===== src/rtl/fir_pkg.sv =====
// Shared constants, widths, FSM encoding and the folded coefficient table
// for the 32-tap symmetric FIR MAC scheduler.
package fir_pkg;

  localparam int NUM_TAPS   = 32;
  localparam int NUM_UNIQUE = 16;
  localparam int ADDR_W     = 5;
  localparam int K_W        = 4;
  localparam int SAMPLE_W   = 16;
  localparam int COEF_W     = 16;
  localparam int PAIR_W     = SAMPLE_W + 1;
  localparam int PROD_W     = PAIR_W + COEF_W;
  localparam int ACC_W      = PROD_W + 4;
  localparam int FRAC_W     = 15;

  typedef enum logic [1:0] {
    ST_IDLE  = 2'd0,
    ST_MAC   = 2'd1,
    ST_ROUND = 2'd2,
    ST_OUT   = 2'd3
  } fir_state_t;

  // Unique half of the symmetric Q15 impulse response, index k = tap k = tap 31-k.
  function automatic logic signed [COEF_W-1:0] coeff_at(input logic [K_W-1:0] k);
    logic signed [COEF_W-1:0] c;
    case (k)
      4'd0:    c = 16'sd1;
      4'd1:    c = -16'sd3;
      4'd2:    c = 16'sd12;
      4'd3:    c = -16'sd28;
      4'd4:    c = 16'sd40;
      4'd5:    c = -16'sd13;
      4'd6:    c = -16'sd98;
      4'd7:    c = 16'sd279;
      4'd8:    c = -16'sd399;
      4'd9:    c = 16'sd213;
      4'd10:   c = 16'sd462;
      4'd11:   c = -16'sd1474;
      4'd12:   c = 16'sd2148;
      4'd13:   c = -16'sd1348;
      4'd14:   c = -16'sd2619;
      default: c = 16'sd19210;
    endcase
    return c;
  endfunction

endpackage


===== src/rtl/fir_delay_ram.sv =====
// 32x16 circular sample store: one write port, two combinational read ports,
// and a single-cycle clear of every entry.
module fir_delay_ram
  import fir_pkg::*;
(
  input  logic                       clk,
  input  logic                       reset_n,
  input  logic                       i_clear,
  input  logic                       i_wr_en,
  input  logic [ADDR_W-1:0]          i_wr_addr,
  input  logic signed [SAMPLE_W-1:0] i_wr_data,
  input  logic [ADDR_W-1:0]          i_rd_addr_a,
  input  logic [ADDR_W-1:0]          i_rd_addr_b,
  output logic signed [SAMPLE_W-1:0] o_rd_data_a,
  output logic signed [SAMPLE_W-1:0] o_rd_data_b
);

  logic signed [SAMPLE_W-1:0] r_mem [NUM_TAPS];

  always_ff @(posedge clk or negedge reset_n) begin
    if (!reset_n) begin
      for (int i = 0; i < NUM_TAPS; i++) r_mem[i] <= '0;
    end else if (i_clear) begin
      for (int i = 0; i < NUM_TAPS; i++) r_mem[i] <= '0;
    end else if (i_wr_en) begin
      r_mem[i_wr_addr] <= i_wr_data;
    end
  end

  assign o_rd_data_a = r_mem[i_rd_addr_a];
  assign o_rd_data_b = r_mem[i_rd_addr_b];

endmodule


===== src/rtl/fir_mac_scheduler.sv =====
// Symmetric 32-tap FIR: each accepted sample is folded into 16 pair sums and
// accumulated through a single shared multiplier, then shifted and saturated.
module fir_mac_scheduler
  import fir_pkg::*;
#(
  parameter int NUM_TAPS = 32,
  parameter int COEFF_W  = 16
) (
  input  logic              clk,
  input  logic              reset_n,
  input  logic signed [15:0] sample_in,
  input  logic              sample_valid,
  output logic              sample_ready,
  input  logic              flush,
  output logic signed [15:0] filtered_out,
  output logic              out_valid,
  input  logic              out_ready,
  output logic              busy
);

  localparam int MUL_W = PAIR_W + COEFF_W;
  localparam logic signed [ACC_W-1:0] SAT_MAX = 37'sd32767;
  localparam logic signed [ACC_W-1:0] SAT_MIN = -37'sd32768;

  function automatic logic signed [SAMPLE_W-1:0] sat16(input logic signed [ACC_W-1:0] v);
    logic signed [SAMPLE_W-1:0] r;
    if (v > SAT_MAX)      r = 16'sh7fff;
    else if (v < SAT_MIN) r = 16'sh8000;
    else                  r = v[SAMPLE_W-1:0];
    return r;
  endfunction

  fir_state_t                 r_state, w_state_nxt;
  logic [ADDR_W-1:0]          r_wr_ptr;
  logic [ADDR_W-1:0]          r_p;
  logic [K_W-1:0]             r_k;
  logic signed [ACC_W-1:0]    r_acc;
  logic signed [SAMPLE_W-1:0] r_out;

  logic                       w_idle;
  logic                       w_accept;
  logic                       w_clear;
  logic [ADDR_W-1:0]          w_rd_a;
  logic [ADDR_W-1:0]          w_rd_b;
  logic signed [SAMPLE_W-1:0] w_x_a;
  logic signed [SAMPLE_W-1:0] w_x_b;
  logic signed [PAIR_W-1:0]   w_pair;
  logic signed [COEFF_W-1:0]  w_coeff;
  logic signed [MUL_W-1:0]    w_prod;
  logic signed [ACC_W-1:0]    w_acc_shr;

  assign w_idle   = (r_state == ST_IDLE);
  assign w_clear  = w_idle && flush;
  assign w_accept = w_idle && !flush && sample_valid;

  // Newest sample walks backwards while its mirror partner walks forwards.
  assign w_rd_a = r_p - ADDR_W'(r_k);
  assign w_rd_b = r_p + ADDR_W'(1) + ADDR_W'(r_k);

  fir_delay_ram u_delay_ram (
    .clk         (clk),
    .reset_n     (reset_n),
    .i_clear     (w_clear),
    .i_wr_en     (w_accept),
    .i_wr_addr   (r_wr_ptr),
    .i_wr_data   (sample_in),
    .i_rd_addr_a (w_rd_a),
    .i_rd_addr_b (w_rd_b),
    .o_rd_data_a (w_x_a),
    .o_rd_data_b (w_x_b)
  );

  assign w_pair    = PAIR_W'(w_x_a) + PAIR_W'(w_x_b);
  assign w_coeff   = coeff_at(r_k);
  assign w_prod    = MUL_W'(w_pair) * MUL_W'(w_coeff);
  assign w_acc_shr = r_acc >>> FRAC_W;

  always_comb begin
    w_state_nxt = r_state;
    case (r_state)
      ST_IDLE:  if (w_accept) w_state_nxt = ST_MAC;
      ST_MAC:   if (r_k == K_W'(NUM_UNIQUE - 1)) w_state_nxt = ST_ROUND;
      ST_ROUND: w_state_nxt = ST_OUT;
      ST_OUT:   if (out_ready) w_state_nxt = ST_IDLE;
      default:  w_state_nxt = ST_IDLE;
    endcase
  end

  always_ff @(posedge clk or negedge reset_n) begin
    if (!reset_n) begin
      r_state  <= ST_IDLE;
      r_wr_ptr <= '0;
      r_p      <= '0;
      r_k      <= '0;
      r_acc    <= '0;
      r_out    <= '0;
    end else begin
      r_state <= w_state_nxt;
      case (r_state)
        ST_IDLE: begin
          if (w_accept) begin
            r_p      <= r_wr_ptr;
            r_wr_ptr <= r_wr_ptr + ADDR_W'(1);
            r_acc    <= '0;
            r_k      <= '0;
          end else if (w_clear) begin
            r_wr_ptr <= '0;
          end
        end
        ST_MAC: begin
          r_acc <= r_acc + ACC_W'(w_prod);
          r_k   <= r_k + K_W'(1);
        end
        ST_ROUND: r_out <= sat16(w_acc_shr);
        default: ;
      endcase
    end
  end

  assign sample_ready = w_idle && !flush;
  assign out_valid    = (r_state == ST_OUT);
  assign busy         = !w_idle;
  assign filtered_out = r_out;

endmodule


===== config.mk =====
export PLATFORM = sky130hd
export DESIGN_NAME = fir_mac_scheduler
export DESIGN_NICKNAME = d
export VERILOG_FILES = /design/src/rtl/fir_pkg.sv /design/src/rtl/fir_delay_ram.sv /design/src/rtl/fir_mac_scheduler.sv
export SDC_FILE = /design/constraint.sdc
export NUM_CORES = 2
export LEC_CHECK = 0
export BUFFER_PORTS_ARGS = -buffer_cell sky130_fd_sc_hd__buf_2
export CAP_MARGIN = 20
export CORE_ASPECT_RATIO = 0.8
export CORE_MARGIN = 5
export CORE_UTILIZATION = 40
export CTS_CLUSTER_DIAMETER = 60
export DETAILED_ROUTE_END_ITERATION = 8
export SLEW_MARGIN = 20
export SYNTH_ARGS = -nofsm -noshare
export SYNTH_HDL_FRONTEND = slang
export SYNTH_HIERARCHICAL = 1
export SYNTH_SLANG_ARGS = --single-unit

===== constraint.sdc =====
create_clock -name clk -period 31.2 [get_ports clk]
set_input_delay 6.24 -clock clk [delete_from_list [all_inputs] [get_ports clk]]
set_output_delay 6.24 -clock clk [all_outputs]
set_load 0.01 [all_outputs]

==> impl_metrics.py <==
metrics = {
    "floorplanning": {
        "die_w_um": 389,
        "rows": 111,
        "core_area_um2": 114000,
        "num_io_pins": 40,
        "initial_core_util_pct": 40.2,
        "die-height_um": 313,
        "fp.dieArea_um2": 122000,
    },
    "layout": {
        "synthToLayoutAreaGrowth_pct": 8.14,
        "n_antenna_cell": 0,
        "fin_cells": 6666,
        "fill_cells": 11156,
        "drive_gt1_share_pct": 5.95,
        "nets": 5582,
    },
    "logic_synthesis": {
        "async_reset_ff_share_pct": 100,
        "syn_nets": 5771,
        "ys_ff_latch": 581,
        "netlist_area_um2": 45900,
        "ys_seq_area_share_pct": 31.7,
        "synth_cells": 5273,
        "ys.flop_type": "dfrtp_1",
        "synth_edf_count": 0,
        "avgSynthCellArea_um2": 8.71,
        "ys_warn_count": 6,
        "synthDistinctLibCells": 75,
    },
    "timing": {
        "fin_crit_sh_pct": 43.4,
        "rsz0062_at_grt": "false",
        "fmax_ghz": 0.0738,
        "hold_viol": 0,
        "fin_crit_ns": 13.55,
        "tns_ns": 0,
        "skew_ns": 0.0388,
        "worst_pin_slew_ns": 1.20,
        "final_max_slew_viol_count": 0,
        "setup_viol": 0,
        "slew_headroom_pct": 19.7,
    },
    "placement": {
        "gp_congestion": 0.918,
        "dp.cells": 6530,
        "port_buffers": 39,
        "post-dp-hpwl_mm": 102,
    },
    "clocking": {
        "cts_resized": 0,
        "clk_latency_ns": 0.69,
        "root_buffer": "clkbuf_16",
        "ctsHoldBuffers": 0,
        "post_cts.repair.setup_buffers": 0,
        "clk_pin_slew_ns": 0.06,
        "clock_sinks": 581,
        "cts_inserted_buffers": 76,
        "cts_tree": "yes",
        "cts.htree.levels": 3,
        "cts_buffer_depth": 3,
    },
    "run": {
        "max-cap-violations": 0,
    },
    "route": {
        "num_vias": 38782,
        "vias_per_cell": 5.82,
        "drc_errors": 0,
        "drt_pass1_iterations": 6,
        "ant_nets": 0,
        "wirelength_mm": 156,
        "drt-initial-drc-count": 4474,
        "wire_per_inst_um": 23.4,
    },
    "critical_path": {
        "cp_slowest_stage_delay_ns": 1.25,
        "path_max_fanout": 119,
        "startpoint_type": "flop",
        "critical_path_class": "flop to flop",
        "arrival_ns": 14.15,
        "crit_required_ns": 31.79,
        "crit_top_cell": "fa_1",
        "slowest_stage": "fa_4",
        "endpoint_kind": "flop",
    },
    "min_path": {
        "hp-class": "flop to flop",
    },
    "global_routing": {
        "antenna_found_initial": 1,
        "grt_pass1_wl_mm": 237,
        "grt_pass1_vias": 37731,
        "grt_overflow": 0,
        "grt_max_degree": 210,
        "track_usage_pct": 25.2,
    },
    "run_status": {
        "outcome": "completed",
    },
}
[flip-flops by register name, indices dropped and copies added, names as in the netlist]
name,flops
r_p,5
r_acc,37
r_wr_ptr,5
u_delay_ram/r_mem,512
r_k,4
filtered_out,16
r_state,2
[routing by layer]
layer / global-route usage, % / vias to the layer above / wire length, um
met5: 0 / - / 0
met4: 8.65 / 0 / 5310
met3: 6.75 / 293 / 17400
met2: 35.4 / 1906 / 64300
met1: 37.3 / 19434 / 68900
li1: - / 17149 / -
[path summary, 6_finish.rpt]
path                                           start                                 end  slack (ns)  depth (start not counted)
worst max-delay path              r_k[0]$_DFFE_PN0P_               r_acc[36]$_DFFE_PN0P_       17.65                         37
worst min-delay path            r_acc[5]$_DFFE_PN0P_                r_acc[5]$_DFFE_PN0P_        0.49                          2
worst max register to register    r_k[0]$_DFFE_PN0P_               r_acc[36]$_DFFE_PN0P_       17.65                         37
worst min register to register  r_acc[5]$_DFFE_PN0P_                r_acc[5]$_DFFE_PN0P_        0.49                          2
max in group asynchronous                    reset_n                r_acc[5]$_DFFE_PN0P_       22.10                          5
min in group asynchronous                    reset_n  u_delay_ram/r_mem[441]$_DFFE_PN0P_        5.59                          1
[cell usage after synthesis, types with 8 or more instances]
| cell | instances | area (um2) |
|---|---|---|
| a22oi_1 | 128 | 961 |
| buf_4 | 12 | 90.1 |
| nor2b_1 | 11 | 68.8 |
| o21a_1 | 8 | 60.1 |
| clkbuf_1 | 234 | 878 |
| nor3_1 | 37 | 185 |
| a21o_1 | 21 | 158 |
| dfrtp_1 | 581 | 14500 |
| or3_1 | 8 | 50.1 |
| o21ai_1 | 10 | 50.1 |
| xnor2_1 | 36 | 315 |
| mux2i_1 | 549 | 5500 |
| fa_1 | 332 | 6650 |
| a22o_1 | 73 | 639 |
| nand3_1 | 78 | 390 |
| o31ai_1 | 14 | 105 |
| o211ai_1 | 8 | 60.1 |
| nand4_1 | 39 | 244 |
| nand2_1 | 1276 | 4790 |
| ha_1 | 145 | 1810 |
| a21oi_1 | 604 | 3020 |
| inv_1 | 451 | 1690 |
| a31oi_1 | 48 | 300 |
| nor2_2 | 17 | 106 |
| xor2_1 | 27 | 236 |
| o21ai_0 | 60 | 300 |
| nor2_4 | 11 | 124 |
| nor2_1 | 171 | 642 |
| o21bai_1 | 8 | 60.1 |
| o22ai_1 | 17 | 106 |
| nor4_1 | 10 | 62.6 |
| buf_2 | 108 | 541 |
| nand2b_1 | 18 | 113 |
| and2_1 | 27 | 169 |
[area by class of cell]
type	instances	area (um2)	area share, %
Clock buffer	102	2150	4.33
Clock inverter	33	400	0.807
Inverter	453	1710	3.44
Multi-Input combinational cell	3878	28300	56.9
Sequential cell	581	14500	29.3
Tap cell	1525	1910	3.84
Timing Repair Buffer	94	681	1.37
[cells by family after synthesis]
family                     share of synthesized area, %
AOI/OAI and AO/OA                                  13.4
xor gates and xnor gates                           1.20
adders and majority gates                          18.4
buffers and inverters                              7.11
DFF                                                31.7
muxes                                              12.2
and+or+nand+nor                                    16.0
[cells in the final DEF, fill, tap and decap left out, drive strengths merged, types with 9 or more instances in the layout]
| cell type | n |
|---|---|
| a21o | 21 |
| a21oi | 604 |
| a22o | 73 |
| a22oi | 128 |
| a31oi | 48 |
| and2 | 27 |
| buf | 94 |
| clkbuf | 102 |
| clkinv | 15 |
| dfrtp | 581 |
| fa | 332 |
| ha | 145 |
| inv | 460 |
| mux2i | 549 |
| nand2 | 1276 |
| nand2b | 18 |
| nand3 | 80 |
| nand4 | 39 |
| nor2 | 201 |
| nor2b | 12 |
| nor3 | 37 |
| nor4 | 10 |
| o211ai | 9 |
| o21ai | 71 |
| o22ai | 18 |
| o31ai | 14 |
| or2 | 10 |
| xnor2 | 36 |
| xor2 | 27 |
[critical path, delay by kind of cell (launching register included)]
| kind | cells | cell delay, ns |
|---|---|---|
| compound gates | 5 | 1.11 |
| fa+ha+maj | 10 | 6.12 |
| buf+inv | 7 | 1.83 |
| flops | 1 | 0.56 |
| mux | 2 | 0.43 |
| simple gates | 13 | 3.38 |
[metrics by stage]
| stage | utilization, % | hold WS (ns) | instance area (um2) | worst slack, ns |
|---|---|---|---|---|
| after floorplan | - | 0.455 | 45900 | 18.53 |
| after global placement | 41.1 | 0.468 | 47000 | 18.01 |
| after detailed placement | 41.2 | 0.482 | 47000 | 17.75 |
| after CTS | 43.4 | 0.492 | 49600 | 17.73 |
| after global routing | 43.4 | 0.520 | 49600 | 16.91 |
| final | 43.4 | 0.486 | 49600 | 17.65 |
Power is left out: the tool's default activity adds up to more than one toggle a clock period on the data nets, which glitch-free logic cannot reach.
